===== src/rtl/dmem_sram_like_bridge.sv =====
// ---------------------------------------------------------------------------
// dmem_sram_like_bridge
//
// Converts the M-stage single-cycle SRAM-style data memory request into a
// two-phase handshake bus transaction (address phase / data phase).  The
// request fields are latched when the request is first seen, so the pipeline
// may change its inputs freely while the bridge holds the pipeline stalled.
// After the data phase the bridge parks in DONE until the instruction leaves
// M, which guarantees one bus access per memory instruction even if the
// pipeline stays frozen by other hazards.
//
// Ports
//   clk, resetn              clock, asynchronous active-low reset
//   data_sram_en             M-stage memory request
//   data_sram_rlen[1:0]      access size (0 byte, 1 half, 2 word)
//   data_sram_wen[3:0]       byte write strobes, 0000 = read
//   data_sram_addr[31:0]     byte address
//   data_sram_wdata[31:0]    lane-aligned write data
//   data_sram_rdata[31:0]    read word returned to M stage
//   pipe_advance             M-stage instruction leaves M this cycle
//   stall_req                hold the pipeline, access not complete
//   data_req                 bus request valid (address phase)
//   data_wr                  1 = write, 0 = read
//   data_size[1:0]           latched access size
//   data_addr[31:0]          latched address
//   data_wstrb[3:0]          latched byte strobes
//   data_wdata[31:0]         latched write data
//   data_addr_ok             bus accepted the request
//   data_data_ok             bus completed the access
//   data_rdata[31:0]         bus read data
// ---------------------------------------------------------------------------
module dmem_sram_like_bridge (
    input  logic        clk,
    input  logic        resetn,
    input  logic        data_sram_en,
    input  logic [1:0]  data_sram_rlen,
    input  logic [3:0]  data_sram_wen,
    input  logic [31:0] data_sram_addr,
    input  logic [31:0] data_sram_wdata,
    output logic [31:0] data_sram_rdata,
    input  logic        pipe_advance,
    output logic        stall_req,
    output logic        data_req,
    output logic        data_wr,
    output logic [1:0]  data_size,
    output logic [31:0] data_addr,
    output logic [3:0]  data_wstrb,
    output logic [31:0] data_wdata,
    input  logic        data_addr_ok,
    input  logic        data_data_ok,
    input  logic [31:0] data_rdata
);

    typedef enum logic [1:0] {
        IDLE = 2'd0,
        ADDR = 2'd1,
        DATA = 2'd2,
        DONE = 2'd3
    } state_e;

    state_e      state_q, state_d;

    logic [1:0]  size_q,  size_d;
    logic [3:0]  wstrb_q, wstrb_d;
    logic [31:0] addr_q,  addr_d;
    logic [31:0] wdata_q, wdata_d;
    logic [31:0] rdata_q, rdata_d;

    logic        accept;
    logic        is_write;

    // A request is only taken from IDLE; in every other state the pipeline
    // is either stalled or the access is already finished.
    assign accept   = (state_q == IDLE) && data_sram_en;
    assign is_write = |wstrb_q;

    // -----------------------------------------------------------------------
    // State register
    // -----------------------------------------------------------------------
    always_ff @(posedge clk or negedge resetn) begin
        if (!resetn) begin
            state_q <= IDLE;
        end else begin
            state_q <= state_d;
        end
    end

    // -----------------------------------------------------------------------
    // Next-state logic
    // -----------------------------------------------------------------------
    always_comb begin
        state_d = state_q;
        unique case (state_q)
            IDLE: if (data_sram_en) state_d = ADDR;
            ADDR: if (data_addr_ok) state_d = DATA;
            // data_data_ok outside DATA is a protocol violation; only this
            // arm looks at it, so it is ignored everywhere else.
            DATA: if (data_data_ok) state_d = DONE;
            DONE: if (pipe_advance) state_d = IDLE;
            default: state_d = IDLE;
        endcase
    end

    // -----------------------------------------------------------------------
    // Output logic
    // -----------------------------------------------------------------------
    always_comb begin
        data_req        = (state_q == ADDR);
        data_wr         = is_write;
        data_size       = size_q;
        data_addr       = addr_q;
        data_wstrb      = wstrb_q;
        data_wdata      = wdata_q;
        data_sram_rdata = rdata_q;
        // Gated by resetn so the pipeline is released immediately while
        // reset is held, even if the M stage keeps asserting a request.
        stall_req       = resetn && (accept || (state_q == ADDR) || (state_q == DATA));
    end

    // -----------------------------------------------------------------------
    // Request latch and read-data capture
    // -----------------------------------------------------------------------
    always_comb begin
        size_d  = size_q;
        wstrb_d = wstrb_q;
        addr_d  = addr_q;
        wdata_d = wdata_q;
        rdata_d = rdata_q;

        if (accept) begin
            size_d  = data_sram_rlen;
            wstrb_d = data_sram_wen;
            addr_d  = data_sram_addr;
            wdata_d = data_sram_wdata;
        end

        // Writes complete without returning data; keep the last read word.
        if ((state_q == DATA) && data_data_ok && !is_write) begin
            rdata_d = data_rdata;
        end
    end

    always_ff @(posedge clk or negedge resetn) begin
        if (!resetn) begin
            size_q  <= '0;
            wstrb_q <= '0;
            addr_q  <= '0;
            wdata_q <= '0;
            rdata_q <= '0;
        end else begin
            size_q  <= size_d;
            wstrb_q <= wstrb_d;
            addr_q  <= addr_d;
            wdata_q <= wdata_d;
            rdata_q <= rdata_d;
        end
    end

endmodule

===== config.mk =====
export PLATFORM = sky130hd
export DESIGN_NAME = dmem_sram_like_bridge
export DESIGN_NICKNAME = d
export VERILOG_FILES = /design/src/rtl/dmem_sram_like_bridge.sv
export SDC_FILE = /design/constraint.sdc
export NUM_CORES = 1
export LEC_CHECK = 0
export CORE_UTILIZATION = 37
export CTS_CLUSTER_DIAMETER = 100
export DETAILED_ROUTE_END_ITERATION = 12
export PLACE_DENSITY = 0.77
export SETUP_SLACK_MARGIN = 0.05
export SKIP_LAST_GASP = 1
export SLEW_MARGIN = 10
export SYNTH_ARGS = -nofsm -noshare
export SYNTH_HDL_FRONTEND = slang
export SYNTH_SLANG_ARGS = --single-unit

===== constraint.sdc =====
create_clock -name clk -period 2.2 [get_ports clk]
set_clock_uncertainty 0.1 [all_clocks]
set_input_delay 0.44 -clock clk [delete_from_list [all_inputs] [get_ports clk]]
set_output_delay 0.44 -clock clk [all_outputs]
set_load 0.01 [all_outputs]

==> impl_metrics.env <==
export IMPL_synth_top_area_frac=0.632
export IMPL_p_sw_mw=2.59
export IMPL_wirelength_um=9650
export IMPL_synthDistinctLibCells=16
export IMPL_cellLeakagePower_nw=2.86
export IMPL_drc=0
export IMPL_crit_fanout=3
export IMPL_antenna_left=0
export IMPL_yosysTopAreaCell="dfrtp_1"
export IMPL_grt_pass1_wl_um=14700
export IMPL_portBuffers=212
export IMPL_rsz0062_at_grt="false"
export IMPL_fp_dieArea_mm2=0.0116
export IMPL_regArea_mm2=0.00260
export IMPL_synth_nets=348
export IMPL_cts_buffer_depth=2
export IMPL_netlist_instances=236
export IMPL_numCtsBuffers=9
export IMPL_cts_sinks=104
export IMPL_powerDensity_mw_per_mm2=1350
export IMPL_ys_warn_count=0
export IMPL_critical_path_class="flop to output port"
export IMPL_yosys_top_cells_area="dfrtp_1 63%, mux2_2 20%, mux2_4 11%"
export IMPL_final_max_slew_viol_count=0
export IMPL_start_util=0.380
export IMPL_path_buf_inv=1
export IMPL_fillers=850
export IMPL_die_w_um=108
export IMPL_io_pins=213
export IMPL_multi_input_area_mm2=0.00143
export IMPL_drv_cap=0
export IMPL_p_sw_frac=0.290
export IMPL_crit_slowest_cell="or4_4"
export IMPL_cts_tree="done"
export IMPL_gp_congestion=0.706
export IMPL_drt_pass1_iterations=4
export IMPL_cp_arrival_ps=1550
export IMPL_start_kind="flop"
export IMPL_tightestPinTransition_ps=582
export IMPL_critPathTopFamily="simple AND/OR/NAND/NOR gates"
export IMPL_crit_chain="or4_4 -> clkdlybuf4s15_2"
export IMPL_whs_ps=34.3
export IMPL_ys_ff_latch=104
export IMPL_yosysSeqAreaShare=0.632
export IMPL_grt_overflow=0
export IMPL_period_share=0.951
export IMPL_final_area_mm2=0.00666
export IMPL_ctsHoldBuffers=0
export IMPL_setup_violations=0
export IMPL_area_growth_pct=61.6
export IMPL_required_ps=1660
export IMPL_ctsHtreeMaxLevel=3
export IMPL_grt_pass1_vias=2971
export IMPL_final_common_cell="clkdlybuf4s50_1"
export IMPL_grtUsageTotal=0.168
export IMPL_min_path_type="primary input to asynchronous set/reset pin"
export IMPL_fp_coreArea_mm2=0.0108
export IMPL_syn_area_per_cell_um2=17.5
export IMPL_die_h_um=108
export IMPL_clkLatencyLatePin_ps=360
export IMPL_status="finished clean"
export IMPL_placed_area_mm2=0.00644
export IMPL_cts_root_buf="clkbuf_8"
export IMPL_rows=38
export IMPL_fmax_ghz=0.478
export IMPL_grt_max_degree=105
export IMPL_final_hold_violation_count=0
export IMPL_vias=2809
export IMPL_comb_power_share=0.482
export IMPL_fin_nets=571
export IMPL_n_antenna_cell=0
export IMPL_relSlewSlack=0.612
export IMPL_period_needed_ps=2090
export IMPL_antenna_found_initial=0
export IMPL_pwr_share_clk=0.144
export IMPL_syn_area_mm2=0.00412
export IMPL_p_int_mw=6.36
export IMPL_p_seq_frac=0.374
export IMPL_drt_iter0_markers=53
export IMPL_vias_per_cell=4.65
export IMPL_slowest_delay_ps=540
export IMPL_clk_pin_slew_worst_paths_ps=90
export IMPL_ir_worst_vdd_mv=0.695
export IMPL_final_cell_mix="208 x clkdlybuf4s50_1, 104 x dfrtp_1, 73 x mux2_2"
export IMPL_hpwl_um=7120
export IMPL_wl_per_cell_um=16.0
export IMPL_end_kind="output port"
export IMPL_drive_gt1_frac=0.291
-- repair_timing --
item                                    4_1_cts  5_1_grt
buffers inserted                              1        0
gates resized for setup                       6        3
pin swaps                                     1        0
endpoints found under the setup margin        3        1
-- cells by family (layout without fill, tap and decap cells) --
group / count (synthesis) / after routing / share of synthesized area
flops: 104 / 104 / 0.632
fa+ha+maj: 4 / 4 / 0.0121
buf+inv: 13 / 241 / 0.0237
simple gates: 9 / 9 / 0.0158
mux: 104 / 104 / 0.311
compound gates: 2 / 2 / 0.00547
-- routing by layer --
metal	global-route usage	wire, um	vias to the layer above
met5	0	0	-
met4	0.0812	226	0
met3	0.0533	781	17
met2	0.281	4810	116
met1	0.195	3830	1411
li1	-	-	1265
-- path summary, 6_finish.rpt --
| kind | endpoint | cells after the start | from | slack [ps] |
|---|---|---|---|---|
| worst max-delay path | data_wr | 2 | data_wstrb[2] | 110 |
| worst min-delay path | data_sram_rdata[30] | 2 | resetn | 30 |
| worst max register to register | data_sram_rdata[3] | 5 | data_wstrb[2] | 130 |
| worst min register to register | data_addr[7] | 1 | data_addr[7] | 410 |
| max in group asynchronous | data_sram_rdata[12] | 2 | resetn | 1490 |
| min in group clk | data_addr[7] | 1 | data_addr[7] | 410 |
-- area by class of cell --
type,instances,area share
Sequential cell,104,0.391
Timing Repair Buffer,222,0.335
Multi-Input combinational cell,119,0.214
Tap cell,140,0.0263
Clock buffer,13,0.0224
Clock inverter,3,0.00977
Inverter,3,0.00169
-- flip-flops by register name, summed over array words and instances (netlist names) --
| name | cells |
|---|---|
| state_q | 2 |
| data_wdata | 32 |
| data_size | 2 |
| data_wstrb | 4 |
| data_addr | 32 |
| data_sram_rdata | 32 |
-- cell usage after synthesis, drive strengths merged --
cell type    n
dfrtp      104
buf          6
or4          1
mux2i        1
inv          3
nor2b        3
ha           4
nand2        2
mux2       103
a21boi       1
clkbuf       4
a2111oi      1
nor2         3
-- worst reg2reg max path: cells and delay by family (launching register included) --
family / cells / cell delay, ps
buffers and inverters: 2 / 370
and+or+nand+nor: 2 / 770
muxes: 1 / 310
DFF: 1 / 410
-- power groups by stage --
| stage | Sequential, mW | Combinational [mW] | Clock (mW) |
|---|---|---|---|
| after floorplan | 3.80 | 1.47 | 0 |
| after global placement | 3.33 | 4.29 | 0 |
| after detailed placement | 3.39 | 4.36 | 0 |
| after CTS | 3.36 | 4.38 | 1.33 |
| after global routing | 3.47 | 4.58 | 1.38 |
| final | 3.35 | 4.32 | 1.29 |
-- through the flow --
stage | instances | TNS [ps] | worst slack (ps) | util | total power [mW]
after floorplan | 236 | 0 | 304 | - | 5.26
after global placement | 587 | -52.6 | -52.6 | 0.594 | 7.62
after detailed placement | 587 | -78.7 | -78.7 | 0.594 | 7.76
after CTS | 604 | 0 | 12.6 | 0.614 | 9.08
after global routing | 604 | 0 | 52.9 | 0.614 | 9.44
final | 604 | 0 | 108 | 0.614 | 8.96
Note: power is estimated with default switching activity, not from simulation.
